[config.mk]
export PLATFORM = sky130hd
export DESIGN_NAME = rf_write_arbiter
export DESIGN_NICKNAME = d
export VERILOG_FILES = /design/src/rtl/riscv_pkg.sv /design/src/rtl/rf_scoreboard.sv /design/src/rtl/rf_write_arbiter.sv
export SDC_FILE = /design/constraint.sdc
export NUM_CORES = 1
export LEC_CHECK = 0
export BUFFER_PORTS_ARGS = -buffer_cell sky130_fd_sc_hd__buf_2
export CORE_MARGIN = 3
export CORE_UTILIZATION = 40
export DETAILED_ROUTE_END_ITERATION = 10
export PLACE_DENSITY = 0.86
export SLEW_MARGIN = 15
export SYNTH_ARGS = -nofsm -noshare
export SYNTH_HDL_FRONTEND = slang
export SYNTH_HIERARCHICAL = 1
export SYNTH_SLANG_ARGS = --single-unit
[constraint.sdc]
create_clock -name clock -period 2.05 [get_ports clock]
set_input_delay 0.1025 -clock clock [delete_from_list [all_inputs] [get_ports clock]]
set_output_delay 0.1025 -clock clock [all_outputs]
set_load 0.01 [all_outputs]
[src/rtl/riscv_pkg.sv]
// Shared RISC-V core definitions: register-file geometry, the arbiter state
// encoding and the write-request record passed between arbiter stages.
package riscv_pkg;

  localparam int XLEN       = 32;
  localparam int REG_ADDR_W = 5;
  localparam int NUM_REGS   = 32;

  typedef enum logic [0:0] {
    ARB_NORMAL = 1'b0,
    ARB_BOOST  = 1'b1
  } arb_state_e;

  typedef struct packed {
    logic                  valid;
    logic [REG_ADDR_W-1:0] rd;
    logic [XLEN-1:0]       data;
  } rf_write_t;

endpackage

[src/rtl/rf_scoreboard.sv]
// Pending-load scoreboard: one busy bit per register, set on load issue,
// cleared on load completion, and a decode-stage stall lookup.
module rf_scoreboard
  import riscv_pkg::*;
(
  input  logic                  clock,
  input  logic                  reset_n,
  input  logic                  set_en,
  input  logic [REG_ADDR_W-1:0] set_rd,
  input  logic                  clr_en,
  input  logic [REG_ADDR_W-1:0] clr_rd,
  input  logic [REG_ADDR_W-1:0] rs1_addr,
  input  logic [REG_ADDR_W-1:0] rs2_addr,
  output logic                  stall,
  output logic [NUM_REGS-1:0]   busy
);

  localparam logic [NUM_REGS-1:0] X0_MASK = {{(NUM_REGS-1){1'b1}}, 1'b0};

  logic [NUM_REGS-1:0] set_mask;
  logic [NUM_REGS-1:0] clr_mask;
  logic [NUM_REGS-1:0] busy_d;

  // Set is applied after clear so a same-cycle issue to the same rd keeps it pending.
  always_comb begin
    set_mask = '0;
    clr_mask = '0;
    if (set_en) set_mask[set_rd] = 1'b1;
    if (clr_en) clr_mask[clr_rd] = 1'b1;
    busy_d = ((busy & ~clr_mask) | set_mask) & X0_MASK;
  end

  always_ff @(posedge clock or negedge reset_n) begin
    if (!reset_n) begin
      busy <= '0;
    end else begin
      busy <= busy_d;
    end
  end

  assign stall = busy[rs1_addr] | busy[rs2_addr];

endmodule

[src/rtl/rf_write_arbiter.sv]
// Register-file write-port arbiter for writeback, load completion and debug
// writers, with load anti-starvation boost. Debug port enabled by RF_ARB_DEBUG_EN.
module rf_write_arbiter
  import riscv_pkg::*;
#(
  parameter int STARVE_LIMIT = 4
) (
  input  logic                  clock,
  input  logic                  reset_n,
  input  logic                  wb_valid,
  output logic                  wb_ready,
  input  logic [REG_ADDR_W-1:0] wb_rd,
  input  logic [XLEN-1:0]       wb_data,
  input  logic                  ld_valid,
  output logic                  ld_ready,
  input  logic [REG_ADDR_W-1:0] ld_rd,
  input  logic [XLEN-1:0]       ld_data,
  input  logic                  dbg_valid,
  output logic                  dbg_ready,
  input  logic [REG_ADDR_W-1:0] dbg_rd,
  input  logic [XLEN-1:0]       dbg_data,
  input  logic                  ld_issue,
  input  logic [REG_ADDR_W-1:0] ld_issue_rd,
  input  logic [REG_ADDR_W-1:0] rs1_addr,
  input  logic [REG_ADDR_W-1:0] rs2_addr,
  output logic                  stall,
  output logic                  rf_wen,
  output logic [REG_ADDR_W-1:0] rf_waddr,
  output logic [XLEN-1:0]       rf_wdata,
  output logic [NUM_REGS-1:0]   busy,
  output arb_state_e            arb_state
);

  localparam int CNT_W = $clog2(STARVE_LIMIT + 1);
  localparam logic [CNT_W-1:0] CNT_MAX = CNT_W'(STARVE_LIMIT);

  arb_state_e       state_q, state_d;
  logic [CNT_W-1:0] starve_q, starve_d;
  logic             grant_wb, grant_ld, grant_dbg;
  rf_write_t        wr_sel;

  // Handshake: each ready is a pure function of the valids and current state;
  // a transfer occurs on any cycle where valid && ready, and at most one ready is high.
  always_comb begin
    grant_ld = reset_n && ld_valid && ((state_q == ARB_BOOST) || !wb_valid);
    grant_wb = reset_n && wb_valid && !grant_ld;
`ifdef RF_ARB_DEBUG_EN
    grant_dbg = reset_n && dbg_valid && !wb_valid && !ld_valid;
`else
    grant_dbg = 1'b0;
`endif
  end

  assign wb_ready  = grant_wb;
  assign ld_ready  = grant_ld;
  assign dbg_ready = grant_dbg;

`ifndef RF_ARB_DEBUG_EN
  logic unused_dbg;
  assign unused_dbg = ^{dbg_valid, dbg_rd, dbg_data};
`endif

  always_comb begin
    wr_sel = '0;
    if (grant_wb) begin
      wr_sel.valid = 1'b1;
      wr_sel.rd    = wb_rd;
      wr_sel.data  = wb_data;
    end else if (grant_ld) begin
      wr_sel.valid = 1'b1;
      wr_sel.rd    = ld_rd;
      wr_sel.data  = ld_data;
    end
`ifdef RF_ARB_DEBUG_EN
    else if (grant_dbg) begin
      wr_sel.valid = 1'b1;
      wr_sel.rd    = dbg_rd;
      wr_sel.data  = dbg_data;
    end
`endif
  end

  // Boost takes effect on the edge where the refusal count hits the limit,
  // so the load wins the very next cycle.
  always_comb begin
    state_d  = state_q;
    starve_d = starve_q;
    if (!ld_valid || grant_ld) begin
      starve_d = '0;
    end else if (starve_q != CNT_MAX) begin
      starve_d = starve_q + 1'b1;
    end
    case (state_q)
      ARB_NORMAL: if (starve_d == CNT_MAX) state_d = ARB_BOOST;
      ARB_BOOST:  if (grant_ld) state_d = ARB_NORMAL;
      default:    state_d = ARB_NORMAL;
    endcase
  end

  always_ff @(posedge clock or negedge reset_n) begin
    if (!reset_n) begin
      state_q  <= ARB_NORMAL;
      starve_q <= '0;
      rf_wen   <= 1'b0;
      rf_waddr <= '0;
      rf_wdata <= '0;
    end else begin
      state_q  <= state_d;
      starve_q <= starve_d;
      rf_wen   <= wr_sel.valid && (wr_sel.rd != '0);
      rf_waddr <= wr_sel.rd;
      rf_wdata <= wr_sel.data;
    end
  end

  assign arb_state = state_q;

  rf_scoreboard u_scoreboard (
    .clock    (clock),
    .reset_n  (reset_n),
    .set_en   (ld_issue),
    .set_rd   (ld_issue_rd),
    .clr_en   (grant_ld),
    .clr_rd   (ld_rd),
    .rs1_addr (rs1_addr),
    .rs2_addr (rs2_addr),
    .stall    (stall),
    .busy     (busy)
  );

endmodule

==> results of run 1 <==
[state kept, by name, summed over array words and instances (netlist names)]
name and cells:
arb_state 1, rf_waddr 5, rf_wdata 32, rf_wen 1, starve_q 3, u_scoreboard/busy 31
[cells in the mapped netlist, types with 2 or more instances]
cell / instances
a32oi_1: 2
mux2i_1: 7
a22o_1: 32
nor3b_1: 2
or3b_2: 4
inv_1: 5
nand3b_1: 11
o21ai_0: 63
conb_1: 2
buf_4: 2
buf_6: 5
nand2b_1: 2
nand2_1: 17
o21ai_1: 2
nand3_1: 8
clkbuf_1: 2
ha_1: 2
a21oi_1: 6
mux4_2: 7
dfrtp_1: 73
and2b_1: 2
or3_1: 2
o211ai_1: 5
buf_2: 8
a211oi_1: 2
nor2_1: 9
mux2_2: 3
mux4_1: 6
[how the worst max path moves through the flow]
stage / start / end / slack, ns / depth (start not counted)
after global routing: u_scoreboard/busy[9] / stall / -0.05 / 6
after global placement: arb_state / u_scoreboard/busy[8] / 0.29 / 5
after detailed placement: arb_state / u_scoreboard/busy[8] / 0.26 / 5
after floorplan: arb_state / u_scoreboard/busy[16] / 0.02 / 7
after CTS: u_scoreboard/busy[19] / stall / 0.002 / 5
final: u_scoreboard/busy[30] / stall / 0.04 / 5
[cells by family after synthesis]
logic type	count (synthesis)
other	2
multiplexers	23
AND/OR/NAND/NOR	62
flip-flops	73
adder cells (fa/ha/maj)	2
buffers and inverters	22
AO/OA/AOI/OAI	117
[where the power goes]
group | leakage (nW) | internal [mW] | switching, mW
Combinational | 1.54 | 0.603 | 0.543
Clock | 0.109 | 0.753 | 0.525
Sequential | 0.913 | 1.64 | 0.182
[worst reg2reg max path, cell delays in order (launching register included)]
cell	delay, ns
dfrtp_2	0.46
nand2b_4	0.17
and3_2	0.26
buf_8	0.19
a22o_1	0.22
dlygate4sd3_1	0.57
[area by class of cell]
cell class / count / area (sq um)
fill: 645 / 3130
sequential: 73 / 1830
multi-input combinational: 206 / 1580
timing repair buffer: 231 / 1470
clock buffer: 12 / 155
tap: 105 / 131
clock inverter: 4 / 75.1
inverter: 5 / 18.8
[what timing repair did]
action	4_1_cts	5_1_grt
pin swaps	0	2
buffers inserted	0	9
endpoints found under the hold margin	36	1
gates resized for setup	1	14
hold buffers	52	1
endpoints found under the setup margin	1	23
[per-stage QoR]
| step | total power, mW | area, sq um | std cells | setup TNS (ns) |
|---|---|---|---|---|
| after floorplan | 2.31 | 3520 | 301 | 0 |
| after global placement | 2.74 | 4390 | 558 | 0 |
| after detailed placement | 2.78 | 4390 | 558 | 0 |
| after CTS | 4.15 | 5130 | 626 | 0 |
| after global routing | 4.45 | 5250 | 636 | -0.0532 |
| final | 4.24 | 5250 | 636 | 0 |
[metal layers]
layer | GRT usage | vias to the layer above
met3 | 0.0632 | 34
met2 | 0.413 | 224
met5 | 0 | -
li1 | - | 1586
met1 | 0.277 | 1751
met4 | 0.106 | 0
==> metrics.cfg, run 1 <==
[status]
status = finished, final reports clean

[synthesis]
synth_area_leaders = dfrtp_1, o21ai_0, a22o_1
synth-xor-area-share = 0
yosys.area_share.simple = 0.101
syn_avg_cell_area_sq_um = 11.7
synth_nets = 435
netlist.area_leader.share = 0.519
synth_edf_count = 0
synth_compound_area_frac = 0.213
synth_ff_type = dfrtp_1
synth_top_family_by_area = compound AO/OA/AOI/OAI gates
netlist_area_sq_mm = 0.00352
yosys_warnings = 6
synth_adder_area_share = 0.00711
ys_ff_latch = 73
yosysUniqueCellTypes = 38
synthMuxAreaShare = 0.119
synth.yosys.seq_area_share = 0.519
netlist_instances = 301
async_reset_ff_frac = 1.00
synth_top_area_cell = dfrtp_1

[placement]
place_congestion = 0.879
place_hpwl_um = 7830
dp_slack_ns = 0.260
port_buffers = 166

[timing]
slew_violations = 0
worstMarginPinSlew_ns = 0.815
holdWs_ns = 0.0187
fin_crit_ns = 2.01
finalCritPeriodShare = 0.983
setup_violations = 0
relSlewSlack = 0.457
rsz0062_at_grt = yes
fin_skew_ns = 0.0112
hold_viol = 0
worst_slack_ns = 0.0354
max_freq_mhz = 496

[worst_setup_path]
crit_chain = mux4_2 -> mux2_4 -> a31oi_4 -> o211ai_1 -> buf_2
cpLargestDelayFamily = multiplexers
timing.rr.end = rf_wdata[30]
r2r_slack_ns = 0.06
crit_slowest_cell = mux4_2
arrival_ns = 1.91
cpPeakStageDelay_ns = 0.47
r2r_cells = 5
crit_fanout = 4
critPathKind = reg2out
end_kind = output port
critical_path_buf_inv_count = 1
worstPathRequired_ns = 1.95
worstReg2RegStart = arb_state
startpoint_type = register

[hold_path]
hold_path.class = in2reg
hold_end = rf_wdata[19]
holdCritStartpoint = wb_data[19]
min_path_cells = 2

[drt]
wl_per_cell_um = 18.9
dr_wl_met2_um = 6040
routed.top_layer = met4
dr_wl_met3_um = 1160
drc = 0
vias = 3595
drtAntennaViolNets = 0
avgViaCountPerCell = 5.65
wirelength_um = 12000
drtPass1Iterations = 5
wl_met1_um = 4470
drtIter0Drc = 114

[job]
max-cap-violations = 0

[power_and_ir_drop]
peakVddDrop_mv = 0.469
powerDensity_mw_per_mm2 = 808
p_leak_nw = 2.56

[grt]
grt_util_all_layers = 0.238
grt_pass1_vias = 3742
gr-total-overflow = 0
grt_pass1_wl_um = 18500
antenna_found_initial = 0
grt_max_degree = 67

[floorplan]
core_area_sq_mm = 0.00838
chipHeight_um = 99.8
start_util = 0.420
dieArea_sq_mm = 0.00996
rows = 33
fp.dieW_um = 99.8
io_pins = 207

[clock_tree]
cts_root_buffer = clkbuf_8
cts_tree = done
cts-buffers-inserted = 9
cts_buffer_depth = 2
cts_max_level = 3
cts_sinks = 73
clk_pin_slew_worst_paths_ns = 0.08
insertion_delay_ns = 0.34

[cells_and_area]
drive_gt1_frac = 0.414
post-route-util = 0.627
antennaDiodeCount = 0
final_cell_mix = buf_2, dfrtp_1, o21ai_0
area_delta_synth_final_pct = 49.3
nNetsFinal = 660
layout_commonest_cell = buf_2

Note: power is estimated with default switching activity, not from simulation.
==> run 2: changes to the inputs <==
--- a/config.mk
+++ b/config.mk
@@ -5,11 +5,13 @@
 export SDC_FILE = /design/constraint.sdc
 export NUM_CORES = 1
 export LEC_CHECK = 0
+export ABC_AREA = 1
 export BUFFER_PORTS_ARGS = -buffer_cell sky130_fd_sc_hd__buf_2
 export CORE_MARGIN = 3
 export CORE_UTILIZATION = 40
 export DETAILED_ROUTE_END_ITERATION = 10
-export PLACE_DENSITY = 0.86
+export MAX_ROUTING_LAYER = met4
+export PLACE_DENSITY = 0.76
 export SLEW_MARGIN = 15
 export SYNTH_ARGS = -nofsm -noshare
 export SYNTH_HDL_FRONTEND = slang
==> run 2 against run 1 <==
Compared with the run above:
- wire length is 10% higher
- sequential cell count stayed put
- hold slack better by 0.022 ns
- largest power group unchanged
- highest routed layer unchanged
- register-to-register slack better by 0.14 ns
- clock power hardly changed
- total power is 2.7% higher
==> metrics.cfg, run 2 <==
[cells_and_area]
largest_register_ffs = 32  ; unchanged
largest-register = rf_wdata
layout_commonest_cell = buf_2
drive_gt1_frac = 0.324  ; -0.0901
antennaDiodeCount = 0  ; unchanged
nNetsFinal = 789  ; +20%
top_regs = rf_wdata x32, u_scoreboard/busy x31, rf_waddr x5
final_cells = 768  ; +21%
final_cell_mix = buf_2, nand3_1, nand2_1
final_area_sq_mm = 0.00543  ; +3.5%
area_delta_synth_final_pct = 45.3

[synthesis]
synth_most_common_cell = nand3_1
netlist_instances = 427  ; +42%
yosys_warnings = 6  ; unchanged
synth_area_leaders = dfrtp_1, nand3_1, o21ai_0
netlist.area_leader.share = 0.489  ; -0.0306
synth.yosys.seq_area_share = 0.489  ; -0.0306
yosys-top-cells-count = nand3_1, nand2_1, dfrtp_1
synth_edf_count = 0  ; unchanged
ys_ff_latch = 73  ; unchanged
synth_ff_type = dfrtp_1
async_reset_ff_frac = 1.00  ; unchanged
yosysUniqueCellTypes = 24  ; -37%
netlist_area_sq_mm = 0.00374  ; +6.3%
synth_top_area_cell = dfrtp_1
synth_nets = 561  ; +29%
syn_avg_cell_area_sq_um = 8.76  ; -25%

[timing]
max_freq_mhz = 512  ; +3.1%
fin_crit_ns = 1.95  ; -0.0605 ns
rsz0062_at_grt = no
hold_viol = 0  ; unchanged
worstMarginPinSlew_ns = 0.841  ; +0.0268 ns
finalCritPeriodShare = 0.953  ; -0.0295
fin_skew_ns = 0.00844  ; -0.00278 ns
worst_slack_ns = 0.0959  ; +0.0605 ns
setup_violations = 0  ; unchanged
setup_tns_ns = 0  ; unchanged
relSlewSlack = 0.439  ; -0.0179
slew_violations = 0  ; unchanged

[worst_setup_path]
startpoint_type = input port
worstPathRequired_ns = 2.32  ; +0.37 ns
crit_fanout = 38  ; +34
arrival_ns = 2.22  ; +0.31 ns
r2r_slack_ns = 0.20  ; +0.14 ns
worstReg2RegStart = arb_state
timing.rr.end = rf_wdata[14]
critPathKind = in2reg
r2r_cells = 5  ; unchanged
end_kind = register

[placement]
dp_slack_ns = 0.541  ; +0.281 ns
port_buffers = 166  ; unchanged
place_hpwl_um = 8850  ; +13%
place_congestion = 0.945  ; +7.5%
placed_cell_area_sq_mm = 0.00454  ; +3.6%
dp.cells = 687  ; +23%

[hold_path]
min_path_cells = 3  ; +1
hold_end = rf_waddr[0]
holdCritStartpoint = wb_rd[0]
hold_path.class = in2reg

[power_and_ir_drop]
comb_power_share = 0.277  ; +0.007
powerDensity_mw_per_mm2 = 803  ; -0.70%
p_sw_mw = 1.42  ; +13%
p_leak_nw = 2.94  ; +15%
swShare = 0.325  ; +0.0299
power_mw = 4.36  ; +2.7%
peakVddDrop_mv = 0.711  ; +52%
p_int_mw = 2.95  ; -1.6%
power_frac_seq = 0.431  ; +0.002
clkPwrFrac = 0.292  ; -0.009

[floorplan]
fp.dieW_um = 103  ; +2.9%
rows = 34  ; +3.0%
core_area_sq_mm = 0.00889  ; +6.1%
start_util = 0.420  ; +0.000726
dieArea_sq_mm = 0.0105  ; +5.9%
chipHeight_um = 103  ; +2.9%
io_pins = 207  ; unchanged

[grt]
grt_util_all_layers = 0.262  ; +0.0236
grt_max_degree = 68  ; +1.5%
gr-total-overflow = 0  ; unchanged
grt_pass1_vias = 4231  ; +13%
grt_pass1_wl_um = 20600  ; +11%
antenna_found_initial = 0  ; unchanged

[clock_tree]
cts_root_buffer = clkbuf_8
cts-buffers-inserted = 9  ; unchanged
post_cts_buffers = 0  ; unchanged
insertion_delay_ns = 0.34  ; about the same
cts_tree = done
cts_max_level = 3  ; unchanged
clk_pin_slew_worst_paths_ns = 0.07  ; about the same
cts_buffer_depth = 2  ; unchanged
cts_sinks = 73  ; unchanged

[drt]
drc = 0  ; unchanged
vias = 4115  ; +14%
drtPass1Iterations = 5  ; unchanged
wl_per_cell_um = 17.3  ; -8.6%
drtIter0Drc = 285  ; +150%
drtAntennaViolNets = 0  ; unchanged
wirelength_um = 13300  ; +10%
avgViaCountPerCell = 5.36  ; -5.2%

[status]
status = finished, final reports clean

[job]
max-cap-violations = 0  ; unchanged

-- run 2: how the worst max path moves through the flow --
stage                     startpoint                    end  cells after the start
after detailed placement   arb_state  u_scoreboard/busy[30]                      5
final                        reset_n           rf_wdata[14]                      7
after global placement     arb_state  u_scoreboard/busy[22]                      5
after floorplan            arb_state  u_scoreboard/busy[13]                      6
after global routing         reset_n           rf_wdata[14]                      7
after CTS                    reset_n           rf_wdata[21]                      7
-- run 2: logic make-up (layout without fill, tap and decap cells) --
| family | count (synthesis) | in the layout | share of synthesized area |
|---|---|---|---|
| AND/OR/NAND/NOR | 183 | 183 | 0.228 |
| other | 2 | 2 | 0.00201 |
| XOR/XNOR | 1 | 1 | 0.00234 |
| buffers and inverters | 68 | 301 | 0.106 |
| AO/OA/AOI/OAI | 98 | 98 | 0.167 |
| flip-flops | 73 | 73 | 0.489 |
| adder cells (fa/ha/maj) | 2 | 2 | 0.00669 |
-- run 2: critical path: stages --
cell	delay (ns)
dlygate4sd3_1	0.54
buf_4	0.18
nand2_2	0.10
a21oi_4	0.19
buf_8	0.27
a22o_1	0.21
dlygate4sd3_1	0.57
-- run 2: layout make-up --
type | count | area (sq um)
timing repair buffer | 234 | 1510
multi-input combinational | 286 | 1520
clock buffer | 11 | 151
fill | 748 | 3460
tap | 108 | 135
sequential | 73 | 1830
inverter | 51 | 204
clock inverter | 5 | 77.6
-- run 2: repair_timing --
action,in CTS,in global routing
resized for setup,0,4
endpoints found under the setup margin,0,32
hold endpoints to repair,38,0
hold buffers,65,0
-- run 2: per-stage QoR --
stage | utilization | hold slack (ns)
4_1_cts | 0.610 | 0.0126
5_1_grt | 0.611 | 0.0308
3_5_place_dp | 0.511 | -0.0608
3_3_place_gp | 0.511 | -0.0655
2_1_floorplan | - | -0.193
6_report | 0.611 | 0.0402
-- run 2: power by group through the flow --
stage	combinational [mW]	sequential, mW	clock (mW)
CTS	1.19	1.87	1.27
finish	1.21	1.88	1.27
global placement	1.03	1.89	0
global route	1.35	1.91	1.36
floorplan	0.518	1.94	0
detailed placement	1.07	1.90	0
-- run 2: layer usage --
layer	wire length (um)	GRT usage	part of all wire	vias to the layer above
li1	-	-	-	1893
met1	5230	0.309	0.39	1959
met2	6630	0.439	0.50	240
met3	1160	0.0595	0.088	23
met4	241	0.0949	0.018	0
met5	0	-	0	-
==> run 3: changes to the inputs <==
--- a/config.mk
+++ b/config.mk
@@ -7,11 +7,13 @@
 export LEC_CHECK = 0
 export ABC_AREA = 1
 export BUFFER_PORTS_ARGS = -buffer_cell sky130_fd_sc_hd__buf_2
+export CELL_PAD_IN_SITES_DETAIL_PLACEMENT = 1
+export CELL_PAD_IN_SITES_GLOBAL_PLACEMENT = 2
 export CORE_MARGIN = 3
-export CORE_UTILIZATION = 40
+export CORE_UTILIZATION = 22
 export DETAILED_ROUTE_END_ITERATION = 10
 export MAX_ROUTING_LAYER = met4
-export PLACE_DENSITY = 0.76
+export PLACE_DENSITY_LB_ADDON = 0.1
 export SLEW_MARGIN = 15
 export SYNTH_ARGS = -nofsm -noshare
 export SYNTH_HDL_FRONTEND = slang
==> run 3 against run 2 <==
Compared with the run above:
- hold slack got worse by 0.020 ns
- maximum frequency grew 1.9%
- count of clock-buffer cells in the layout rose by 1
- critical path type is now in2out
- critical endpoint is now wb_ready
==> metrics.cfg, run 3 (same netlist as run 2, synthesis figures left out) <==
[status]
status = finished, final reports clean

[timing]
fin_skew_ns = 0.00362  ; -0.00482 ns
rsz0062_at_grt = no
holdWs_ns = 0.0198  ; -0.0204 ns
worstMarginPinSlew_ns = 0.759  ; -0.0827 ns
setup_violations = 0  ; unchanged
finalCritPeriodShare = 0.935  ; -0.0181
setup_tns_ns = 0  ; unchanged
worst_slack_ns = 0.133  ; +0.0370 ns
max_freq_mhz = 522  ; +1.9%
fin_crit_ns = 1.92  ; -0.0370 ns
slew_violations = 0  ; unchanged
hold_viol = 0  ; unchanged
relSlewSlack = 0.494  ; +0.0551

[cells_and_area]
final_cell_mix = buf_2, nand3_1, nand2_1
largest_register_ffs = 32  ; unchanged
top_regs = rf_wdata x32, u_scoreboard/busy x31, rf_waddr x5
n_fill_cell = 2016  ; +170%
post-route-util = 0.343  ; -0.268
area_delta_synth_final_pct = 52.0
largest-register = rf_wdata
final_area_sq_mm = 0.00568  ; +4.6%
final_cells = 880  ; +15%
drive_gt1_frac = 0.325  ; +0.000986
layout_commonest_cell = buf_2
multi_input_area_sq_mm = 0.00152  ; unchanged
ff_latch_area_sq_mm = 0.00183  ; unchanged
nNetsFinal = 787  ; -0.25%

[grt]
antenna_found_initial = 2  ; +2
grt_util_all_layers = 0.169  ; -0.0927
gr-total-overflow = 0  ; unchanged
grt_max_degree = 60  ; -12%
grt_pass1_vias = 4213  ; -0.43%
grt_pass1_wl_um = 23300  ; +13%

[placement]
dp.cells = 799  ; +16%
dp_slack_ns = 0.438  ; -0.103 ns
place_congestion = 0.738  ; -22%
port_buffers = 166  ; unchanged
placed_cell_area_sq_mm = 0.00468  ; +3.1%
place_hpwl_um = 11100  ; +25%

[hold_path]
hold_path.class = in2reg
holdCritStartpoint = ld_data[20]

[power_and_ir_drop]
power_mw = 4.96  ; +14%
p_leak_nw = 2.93  ; -0.31%
peakVddDrop_mv = 0.469  ; -34%
powerDensity_mw_per_mm2 = 873  ; +8.8%

[clock_tree]
cts_max_level = 3  ; unchanged
cts_tree = done
cts-buffers-inserted = 9  ; unchanged
insertion_delay_ns = 0.33  ; about the same
clk_pin_slew_worst_paths_ns = 0.05  ; -0.02 ns
cts_sinks = 73  ; unchanged
cts_buffer_depth = 2  ; unchanged
cts_root_buffer = clkbuf_16

[worst_setup_path]
end_kind = output port
startpoint_type = input port
timing.rr.end = u_scoreboard/busy[3]
r2r_slack_ns = 0.45  ; +0.25 ns
cp-endpoint = wb_ready
arrival_ns = 1.81  ; -0.41 ns
worstReg2RegStart = arb_state
crit_fanout = 33  ; -13%
critPathKind = in2out
r2r_cells = 5  ; unchanged
worstPathRequired_ns = 1.95  ; -0.37 ns
startpoint = reset_n

[drt]
vias = 3895  ; -5.3%
drc = 0  ; unchanged
drtPass1Iterations = 4  ; -1
wirelength_um = 14900  ; +13%
drtAntennaViolNets = 0  ; unchanged
drtIter0Drc = 133  ; -53%
avgViaCountPerCell = 4.43  ; -17%
wl_per_cell_um = 17.0  ; -1.7%

[floorplan]
io_pins = 207  ; unchanged
rows = 47  ; +38%
dieArea_sq_mm = 0.0186  ; +76%
start_util = 0.225  ; -0.195
fp.dieW_um = 136  ; +33%
core_area_sq_mm = 0.0166  ; +87%
chipHeight_um = 136  ; +33%

[job]
max-cap-violations = 0  ; unchanged

## run 3: cell type report
type	count	area share
flip-flops and latches	73	0.321
repair buffers	232	0.262
diodes	2	0.000881
inverters	51	0.0354
well taps	220	0.0484
clock buffers	12	0.0469
multi-input cells	286	0.268
clock inverters	4	0.0172
## run 3: worst min path at each step
stage,endpoint,slack (ns),depth (start not counted)
3_5_place_dp,starve_q[1],0.14,2
3_3_place_gp,arb_state,0.14,2
2_1_floorplan,arb_state,-0.19,0
6_report,rf_wdata[20],0.02,2
5_1_grt,rf_wdata[20],0.01,2
4_1_cts,rf_wdata[29],0.009,2
## run 3: critical path: stages
cell	delay, ns
dlygate4sd3_1	0.55
buf_4	0.15
buf_4	0.25
nand2_1	0.09
inv_2	0.12
nand2_4	0.07
inv_4	0.26
buf_2	0.20
## run 3: routing by layer
layer,track usage,share of wire,vias up
met3,0.0433,0.062,12
met5,-,0,-
met1,0.204,0.43,1860
met4,0.0459,0.012,0
li1,-,-,1892
met2,0.282,0.49,131
## run 3: what timing repair did
action	CTS	global route
gates resized for setup	0	0
endpoints found under the hold margin	46	0
setup buffers	0	0
hold buffers	63	0
## run 3: report_power, final
group          total (mW)  internal (mW)  switching [mW]  leakage (nW)
logic                1.18          0.516           0.668          1.84
clock network        1.88           1.29           0.593         0.175
registers            1.90           1.66           0.235         0.916
